--- config.mk ---
export PLATFORM = sky130hd
export DESIGN_NAME = fp_div_32
export DESIGN_NICKNAME = d
export VERILOG_FILES = /design/src/rtl/fp_div_pkg.sv /design/src/rtl/fp_div_mant_iter.sv /design/src/rtl/fp_div_32.sv
export SDC_FILE = /design/constraint.sdc
export NUM_CORES = 1
export LEC_CHECK = 0
export BUFFER_PORTS_ARGS = -buffer_cell sky130_fd_sc_hd__buf_4
export CORE_MARGIN = 4
export CORE_UTILIZATION = 30
export CTS_BUF_LIST = sky130_fd_sc_hd__clkbuf_16
export CTS_CLUSTER_SIZE = 8
export DETAILED_ROUTE_END_ITERATION = 7
export PLACE_DENSITY_LB_ADDON = 0.08
export SYNTH_ARGS = -nofsm -noshare
export SYNTH_HDL_FRONTEND = slang
export SYNTH_SLANG_ARGS = --single-unit
--- constraint.sdc ---
create_clock -name clk -period 6.35 [get_ports clk]
set_clock_uncertainty 0.15 [all_clocks]
set_input_delay 1.27 -clock clk [delete_from_list [all_inputs] [get_ports clk]]
set_output_delay 1.27 -clock clk [all_outputs]
set_load 0.01 [all_outputs]
--- src/rtl/fp_div_pkg.sv ---
// Shared types and constants for the single-precision divider.
package fp_div_pkg;

  typedef enum logic [1:0] {
    IDLE   = 2'd0,
    UNPACK = 2'd1,
    DIVIDE = 2'd2,
    ROUND  = 2'd3
  } state_t;

  localparam int          BIAS      = 127;
  localparam int          EXP_MAX   = 255;
  localparam logic [31:0] QNAN      = 32'h7FC0_0000;
  localparam int          DIV_ITERS = 26;
  localparam int          LATENCY   = 28;

  // Bit positions inside flags = {invalid, div_by_zero, overflow, underflow}
  localparam int FLAG_INVALID   = 3;
  localparam int FLAG_DIV_ZERO  = 2;
  localparam int FLAG_OVERFLOW  = 1;
  localparam int FLAG_UNDERFLOW = 0;

endpackage

--- src/rtl/fp_div_mant_iter.sv ---
// Restoring mantissa divider: one quotient bit per cycle for ITERS cycles.
// The first step compares the raw dividend against the divisor, so the MSB
// of the quotient is the integer bit of dividend/divisor (range 0.5 .. 2).
module fp_div_mant_iter
  import fp_div_pkg::*;
#(
  parameter int ITERS = DIV_ITERS
) (
  input  logic             clk,
  input  logic             reset,
  input  logic             start,
  input  logic [23:0]      dividend,
  input  logic [23:0]      divisor,
  output logic             done,
  output logic [ITERS-1:0] quotient,
  output logic             sticky
);

  localparam int            CW   = $clog2(ITERS);
  localparam logic [CW-1:0] LAST = CW'(ITERS - 1);

  logic [25:0]      rem_q, rem_d;
  logic [23:0]      div_q, div_d;
  logic [ITERS-1:0] quot_q, quot_d;
  logic [CW-1:0]    cnt_q, cnt_d;
  logic             run_q, run_d;
  logic [25:0]      div_ext;
  logic [25:0]      trial;
  logic             fits;

  // Load operands on start, otherwise do one compare/subtract/shift step.
  always_comb begin
    div_ext = {2'b00, div_q};
    fits    = (rem_q >= div_ext);
    trial   = rem_q - div_ext;
    rem_d   = rem_q;
    div_d   = div_q;
    quot_d  = quot_q;
    cnt_d   = cnt_q;
    run_d   = run_q;
    if (start) begin
      rem_d  = {2'b00, dividend};
      div_d  = divisor;
      quot_d = '0;
      cnt_d  = '0;
      run_d  = 1'b1;
    end else if (run_q) begin
      rem_d  = (fits ? trial : rem_q) << 1;
      quot_d = {quot_q[ITERS-2:0], fits};
      cnt_d  = cnt_q + 1'b1;
      if (cnt_q == LAST) begin
        run_d = 1'b0;
      end
    end
  end

  // Iteration state registers.
  always_ff @(posedge clk or posedge reset) begin
    if (reset) begin
      rem_q  <= '0;
      div_q  <= '0;
      quot_q <= '0;
      cnt_q  <= '0;
      run_q  <= 1'b0;
    end else begin
      rem_q  <= rem_d;
      div_q  <= div_d;
      quot_q <= quot_d;
      cnt_q  <= cnt_d;
      run_q  <= run_d;
    end
  end

  // done is high during the final step; quotient/sticky are complete from the next cycle.
  assign done     = run_q && (cnt_q == LAST);
  assign quotient = quot_q;
  assign sticky   = |rem_q;

endmodule

--- src/rtl/fp_div_32.sv ---
// IEEE-754 single-precision divider, fixed latency, round-to-nearest-even,
// denormals flushed to zero on input and output.
module fp_div_32
  import fp_div_pkg::*;
#(
  parameter int LATENCY = fp_div_pkg::LATENCY
) (
  input  logic        clk,
  input  logic        reset,
  input  logic        start,
  input  logic [31:0] x,
  input  logic [31:0] y,
  output logic        busy,
  output logic        done,
  output logic [31:0] m,
  output logic [3:0]  flags
);

  state_t             state_q, state_d;
  logic [31:0]        x_q, x_d, y_q, y_d;
  logic               sign_q, sign_d;
  logic signed [9:0]  exp_q, exp_d;
  logic               spec_q, spec_d;
  logic [31:0]        spec_m_q, spec_m_d;
  logic [3:0]         spec_flags_q, spec_flags_d;
  logic [31:0]        m_q, m_d;
  logic [3:0]         flags_q, flags_d;
  logic               done_q, done_d;
  logic               busy_q, busy_d;

  logic [7:0]  ex_x, ex_y;
  logic        x_zero, x_inf, x_nan, y_zero, y_inf, y_nan;
  logic        res_sign;
  logic [31:0] inf_word, zero_word;
  logic        unp_spec;
  logic [31:0] unp_m;
  logic [3:0]  unp_flags;

  logic              iter_start, iter_done, iter_sticky;
  logic [DIV_ITERS-1:0] quot;

  logic              norm, guard, sticky_all, round_up;
  logic [23:0]       mant_pre;
  logic [24:0]       mant_sum;
  logic [22:0]       mant_fin;
  logic signed [9:0] e_norm, e_fin;
  logic [31:0]       rnd_m;
  logic [3:0]        rnd_flags;

  assign iter_start = (state_q == UNPACK);

  fp_div_mant_iter #(
    .ITERS(LATENCY - 2)
  ) u_iter (
    .clk     (clk),
    .reset   (reset),
    .start   (iter_start),
    .dividend({1'b1, x_q[22:0]}),
    .divisor ({1'b1, y_q[22:0]}),
    .done    (iter_done),
    .quotient(quot),
    .sticky  (iter_sticky)
  );

  // Classify captured operands and resolve special cases; denormals count as zero.
  always_comb begin
    ex_x      = x_q[30:23];
    ex_y      = y_q[30:23];
    x_zero    = (ex_x == 8'h00);
    y_zero    = (ex_y == 8'h00);
    x_inf     = (ex_x == 8'hFF) && (x_q[22:0] == 23'd0);
    y_inf     = (ex_y == 8'hFF) && (y_q[22:0] == 23'd0);
    x_nan     = (ex_x == 8'hFF) && (x_q[22:0] != 23'd0);
    y_nan     = (ex_y == 8'hFF) && (y_q[22:0] != 23'd0);
    res_sign  = x_q[31] ^ y_q[31];
    inf_word  = {res_sign, 8'(EXP_MAX), 23'd0};
    zero_word = {res_sign, 31'd0};
    unp_spec  = 1'b1;
    unp_m     = '0;
    unp_flags = '0;
    if (x_nan || y_nan || (x_zero && y_zero) || (x_inf && y_inf)) begin
      unp_m                   = QNAN;
      unp_flags[FLAG_INVALID] = 1'b1;
    end else if (x_inf) begin
      unp_m = inf_word;
    end else if (y_inf) begin
      unp_m = zero_word;
    end else if (y_zero) begin
      unp_m                    = inf_word;
      unp_flags[FLAG_DIV_ZERO] = 1'b1;
    end else if (x_zero) begin
      unp_m = zero_word;
    end else begin
      unp_spec = 1'b0;
    end
  end

  // Normalize the 26-bit quotient, round to nearest even, then clamp the exponent.
  always_comb begin
    norm = quot[DIV_ITERS-1];
    if (norm) begin
      mant_pre   = quot[25:2];
      guard      = quot[1];
      sticky_all = quot[0] | iter_sticky;
      e_norm     = exp_q;
    end else begin
      mant_pre   = quot[24:1];
      guard      = quot[0];
      sticky_all = iter_sticky;
      e_norm     = exp_q - 10'sd1;
    end
    round_up = guard & (sticky_all | mant_pre[0]);
    mant_sum = {1'b0, mant_pre} + {24'd0, round_up};
    if (mant_sum[24]) begin
      mant_fin = mant_sum[23:1];
      e_fin    = e_norm + 10'sd1;
    end else begin
      mant_fin = mant_sum[22:0];
      e_fin    = e_norm;
    end
    rnd_flags = '0;
    if (e_fin >= $signed(10'(EXP_MAX))) begin
      rnd_m                    = {sign_q, 8'(EXP_MAX), 23'd0};
      rnd_flags[FLAG_OVERFLOW] = 1'b1;
    end else if (e_fin <= 10'sd0) begin
      rnd_m                     = {sign_q, 31'd0};
      rnd_flags[FLAG_UNDERFLOW] = 1'b1;
    end else begin
      rnd_m = {sign_q, e_fin[7:0], mant_fin};
    end
  end

  // Next-state and output logic for the IDLE/UNPACK/DIVIDE/ROUND sequence.
  always_comb begin
    state_d      = state_q;
    x_d          = x_q;
    y_d          = y_q;
    sign_d       = sign_q;
    exp_d        = exp_q;
    spec_d       = spec_q;
    spec_m_d     = spec_m_q;
    spec_flags_d = spec_flags_q;
    m_d          = m_q;
    flags_d      = flags_q;
    done_d       = 1'b0;
    case (state_q)
      IDLE: begin
        if (start) begin
          x_d     = x;
          y_d     = y;
          state_d = UNPACK;
        end
      end
      UNPACK: begin
        sign_d       = res_sign;
        exp_d        = $signed({2'b00, ex_x}) - $signed({2'b00, ex_y}) + $signed(10'(BIAS));
        spec_d       = unp_spec;
        spec_m_d     = unp_m;
        spec_flags_d = unp_flags;
        state_d      = DIVIDE;
      end
      DIVIDE: begin
        if (iter_done) begin
          state_d = ROUND;
        end
      end
      ROUND: begin
        m_d     = spec_q ? spec_m_q : rnd_m;
        flags_d = spec_q ? spec_flags_q : rnd_flags;
        done_d  = 1'b1;
        state_d = IDLE;
      end
      default: state_d = IDLE;
    endcase
    busy_d = (state_d != IDLE);
  end

  // All control, datapath and output registers; reset returns to an idle, cleared unit.
  always_ff @(posedge clk or posedge reset) begin
    if (reset) begin
      state_q      <= IDLE;
      x_q          <= '0;
      y_q          <= '0;
      sign_q       <= 1'b0;
      exp_q        <= '0;
      spec_q       <= 1'b0;
      spec_m_q     <= '0;
      spec_flags_q <= '0;
      m_q          <= '0;
      flags_q      <= '0;
      done_q       <= 1'b0;
      busy_q       <= 1'b0;
    end else begin
      state_q      <= state_d;
      x_q          <= x_d;
      y_q          <= y_d;
      sign_q       <= sign_d;
      exp_q        <= exp_d;
      spec_q       <= spec_d;
      spec_m_q     <= spec_m_d;
      spec_flags_q <= spec_flags_d;
      m_q          <= m_d;
      flags_q      <= flags_d;
      done_q       <= done_d;
      busy_q       <= busy_d;
    end
  end

  assign busy  = busy_q;
  assign done  = done_q;
  assign m     = m_q;
  assign flags = flags_q;

endmodule

==> summary.txt <==
Global route
  – Gr ovfl total: 0
  – Vias in the first global route: 9190
  – GRT Total Usage: 14.75%
  – First-pass GRT wire length: 53030 um
  – Largest net degree at the start of global routing: 122
  – Initial antenna violation count: 2

Critical path
  – Crit path required time: 6630 ps
  – Crit-path cells: inv_1, ha_1, fa_1, nor2b_1, o31a_1, o21ai_1, o31ai_1, a311oi_1, nor4_2, or2_2, mux2_2, o21a_1
  – Startpoint Class: flip-flop
  – R2R cell count: 12
  – R2r endpoint: u_iter.rem_q[14]$_DFFE_PP0P_
  – Critical path arrival: 4800 ps
  – WS Path Type: flip-flop to flip-flop
  – Worst R2R Setup Slack: 1830 ps
  – CP endpoint kind: flip-flop
  – Largest stage delay, worst path: 670 ps
  – Worst-path fanout max: 22
  – Worst r2r src: u_iter.rem_q[0]$_DFFE_PP0P_
  – Slowest cell on crit path: o31ai_1

Layout
  – Share of post-route cells with drive strength above 1: 19.09%
  – Number of fill cells: 4117
  – Fin nets: 1427
  – Post-route cell area: 0.01405 mm2
  – Area growth, synth to finish: 16.45%

Die
  – Die height: 208.5 um
  – Die area: 0.04348 mm2
  – Core Region: 0.03973 mm2
  – Initial Util: 30.36%
  – Die Width: 208.5 um
  – I/O pin total: 105
  – Num rows: 73

Logic synthesis
  – Yosys Warn Count: 0
  – Main synth FF type: dfrtp_1
  – Synth top area share: 41.91%
  – Syn_nets: 1355
  – Mapped Avg Cell Area: 9.704 um2
  – Post-Syn Area: 0.01206 mm2
  – Gate count of the mapped netlist: 1243
  – Fraction of registers with async set/reset: 100.0%
  – Count leader, synth: dfrtp_1
  – Post-synth top area cell: dfrtp_1
  – Top cells by area, synth: dfrtp_1, mux2_2, mux2i_1
  – Synth Register Bits: 202
  – Number of synthesized flops with an enable pin: 0
  – Seq/Total Area, Yosys: 41.91%
  – Commonest cells in the netlist: dfrtp_1, nor2_1, nand2_1, o21ai_0, inv_1
  – Netlist cell types: 77

CTS
  – Resize count post-CTS: 0
  – Worst-Skew Late Latency: 560 ps
  – CTS H-Tree Depth: 1
  – CTS Buf Count: 29
  – CTS Sinks: 202
  – Number of post-CTS setup repair buffers: 0
  – Cts hold-fix bufs: 0
  – Clock slew at reported path FFs: 50 ps
  – Bufs on Longest Clock Path: 3
  – CTS root buf: clkbuf_16
  – TritonCTS clock tree: built

Place
  – DP HPWL: 23160 um
  – Port Buffers: 104
  – Dpl ws: 1786 ps
  – RePlAce Congestion: 0.8356
  – Post-DP Area: 0.01329 mm2

STA
  – Fmax: 221.2 MHz
  – Min cycle time layout: 4521 ps
  – Final worst path period share: 71.20%
  – Slew @ Worst Pin: 1073 ps
  – Max-slew headroom: 28.32%
  – Final hold violation count: 0
  – Fin. max-slew vios: 0
  – Total negative slack: 0 ps
  – Fin worst setup slack: 1829 ps
  – RSZ-0062 raised after global routing: false
  – Final-report setup violation count: 0

Route
  – Iter 0 DRT Violations: 370
  – # DRC: 0
  – DR pass1 iterations: 5
  – Vias/cell: 4.943
  – Final WL: 32570 um
  – ANT nets after route: 0
  – Via count: 9124
  – Routed WL per cell: 17.65 um

Run status
  – Status: completed

Power
  – Pleak: 0.006196 uW
  – Max VDD drop: 0.2415 mV
  – P per Cell Area: 581.6 mW/mm2

Min path
  – Hold Path Class: flip-flop to flip-flop
  – Min-delay src: u_iter.div_q[23]$_DFFE_PP0P_
  – Hold endpoint: u_iter.div_q[23]$_DFFE_PP0P_
  – Hold Path Depth: 1

Job
  – Max-cap violation count: 0
registers in the layout, summed over array words and instances (netlist names):
signal / cells
spec_flags_q: 1
u_iter.cnt_q: 5
sign_q: 1
m: 32
state_q: 2
spec_q: 1
done: 1
u_iter.quotient: 26
x_q: 32
u_iter.rem_q: 26
busy: 1
y_q: 32
u_iter.run_q: 1
spec_m_q: 3
flags: 4
exp_q: 10
u_iter.div_q: 24
worst max path at each step:
stage,startpoint,endpoint,slack (ps),cells past startpoint
2_1_floorplan,u_iter.quotient[25]$_DFFE_PP0P_,m[2]$_DFFE_PP0P_,1600,18
3_3_place_gp,u_iter.quotient[25]$_DFFE_PP0P_,m[22]$_DFFE_PP0P_,1880,13
3_5_place_dp,u_iter.quotient[25]$_DFFE_PP0P_,m[22]$_DFFE_PP0P_,1790,13
4_1_cts,u_iter.quotient[25]$_DFFE_PP0P_,m[22]$_DFFE_PP0P_,1800,13
5_1_grt,u_iter.quotient[25]$_DFFE_PP0P_,m[22]$_DFFE_PP0P_,1440,13
6_report,u_iter.rem_q[0]$_DFFE_PP0P_,u_iter.rem_q[14]$_DFFE_PP0P_,1830,12
metrics by stage:
| stage | cells | util (%) | total power, uW | hold slack, ps |
|---|---|---|---|---|
| floorplan | 1243 | - | 5714 | 286.8 |
| global placement | 1809 | 33.44 | 6876 | 305.1 |
| detailed placement | 1809 | 33.44 | 6884 | 302.9 |
| CTS | 1845 | 35.35 | 8310 | 313.4 |
| global route | 1845 | 35.35 | 8956 | 346.7 |
| finish | 1846 | 35.35 | 8170 | 310.4 |
per-layer routing:
metal | GRT usage, % | part of all wire [%]
met3 | 2.563 | 3.9
met5 | 0 | 0.040
met4 | 3.488 | 1.8
met1 | 20.83 | 48
met2 | 23.70 | 46
layout by cell type, fill, tap and decap left out, drive strengths merged, types with 3 or more instances in the layout:
cell type	Yosys	routed
nand3	28	28
o221ai	7	7
a211oi	7	7
nor2	102	102
mux2i	55	55
nor2b	8	8
buf	21	113
a21o	10	10
or2	4	4
a311oi	3	3
nand2b	31	31
a31oi	5	5
a2111oi	3	3
nand4	19	19
a22oi	20	20
and2	13	13
nor3	15	15
and3	9	9
o31ai	10	10
nand2	90	90
o41ai	20	20
a21boi	3	3
o22ai	5	5
inv	77	82
or4	7	7
a21oi	53	53
xnor2	47	47
xor2	35	35
dfrtp	202	202
or3	10	10
clkbuf	51	29
nor4	24	24
mux2	73	73
o21a	9	9
ha	43	43
o21ai	83	83
o211ai	3	3
a211o	7	7
area by class of cell:
type	instances	area (um2)	area share, %
sequential	202	5057	36.01
tap	525	656.9	4.677
timing repair buffer	113	860.8	6.129
antenna	1	2.502	0.01782
clock buffer	29	725.7	5.167
inverter	77	292.8	2.084
clock inverter	7	31.28	0.2227
multi-input combinational	892	6419	45.70
logic make-up after synthesis:
logic type	synth area share (%)
flops	41.91
buf+inv	5.073
simple gates	15.15
fa+ha+maj	4.793
compound gates	15.68
xor+xnor	6.017
mux	11.38
where the power goes:
| part | switching (uW) | internal, uW |
|---|---|---|
| logic | 2370 | 1920 |
| clock network | 567 | 798 |
| registers | 619 | 1900 |
| total | 3550 | 4620 |
critical path: cells and delay by family, from the launching register on:
kind / cells / cell delay, ps
AOI/OAI and AO/OA: 5 / 1430
adders and majority gates: 2 / 620
buffers and inverters: 1 / 60
DFF: 1 / 360
muxes: 1 / 400
and+or+nand+nor: 3 / 1370
(Power assumes the default switching activity.)
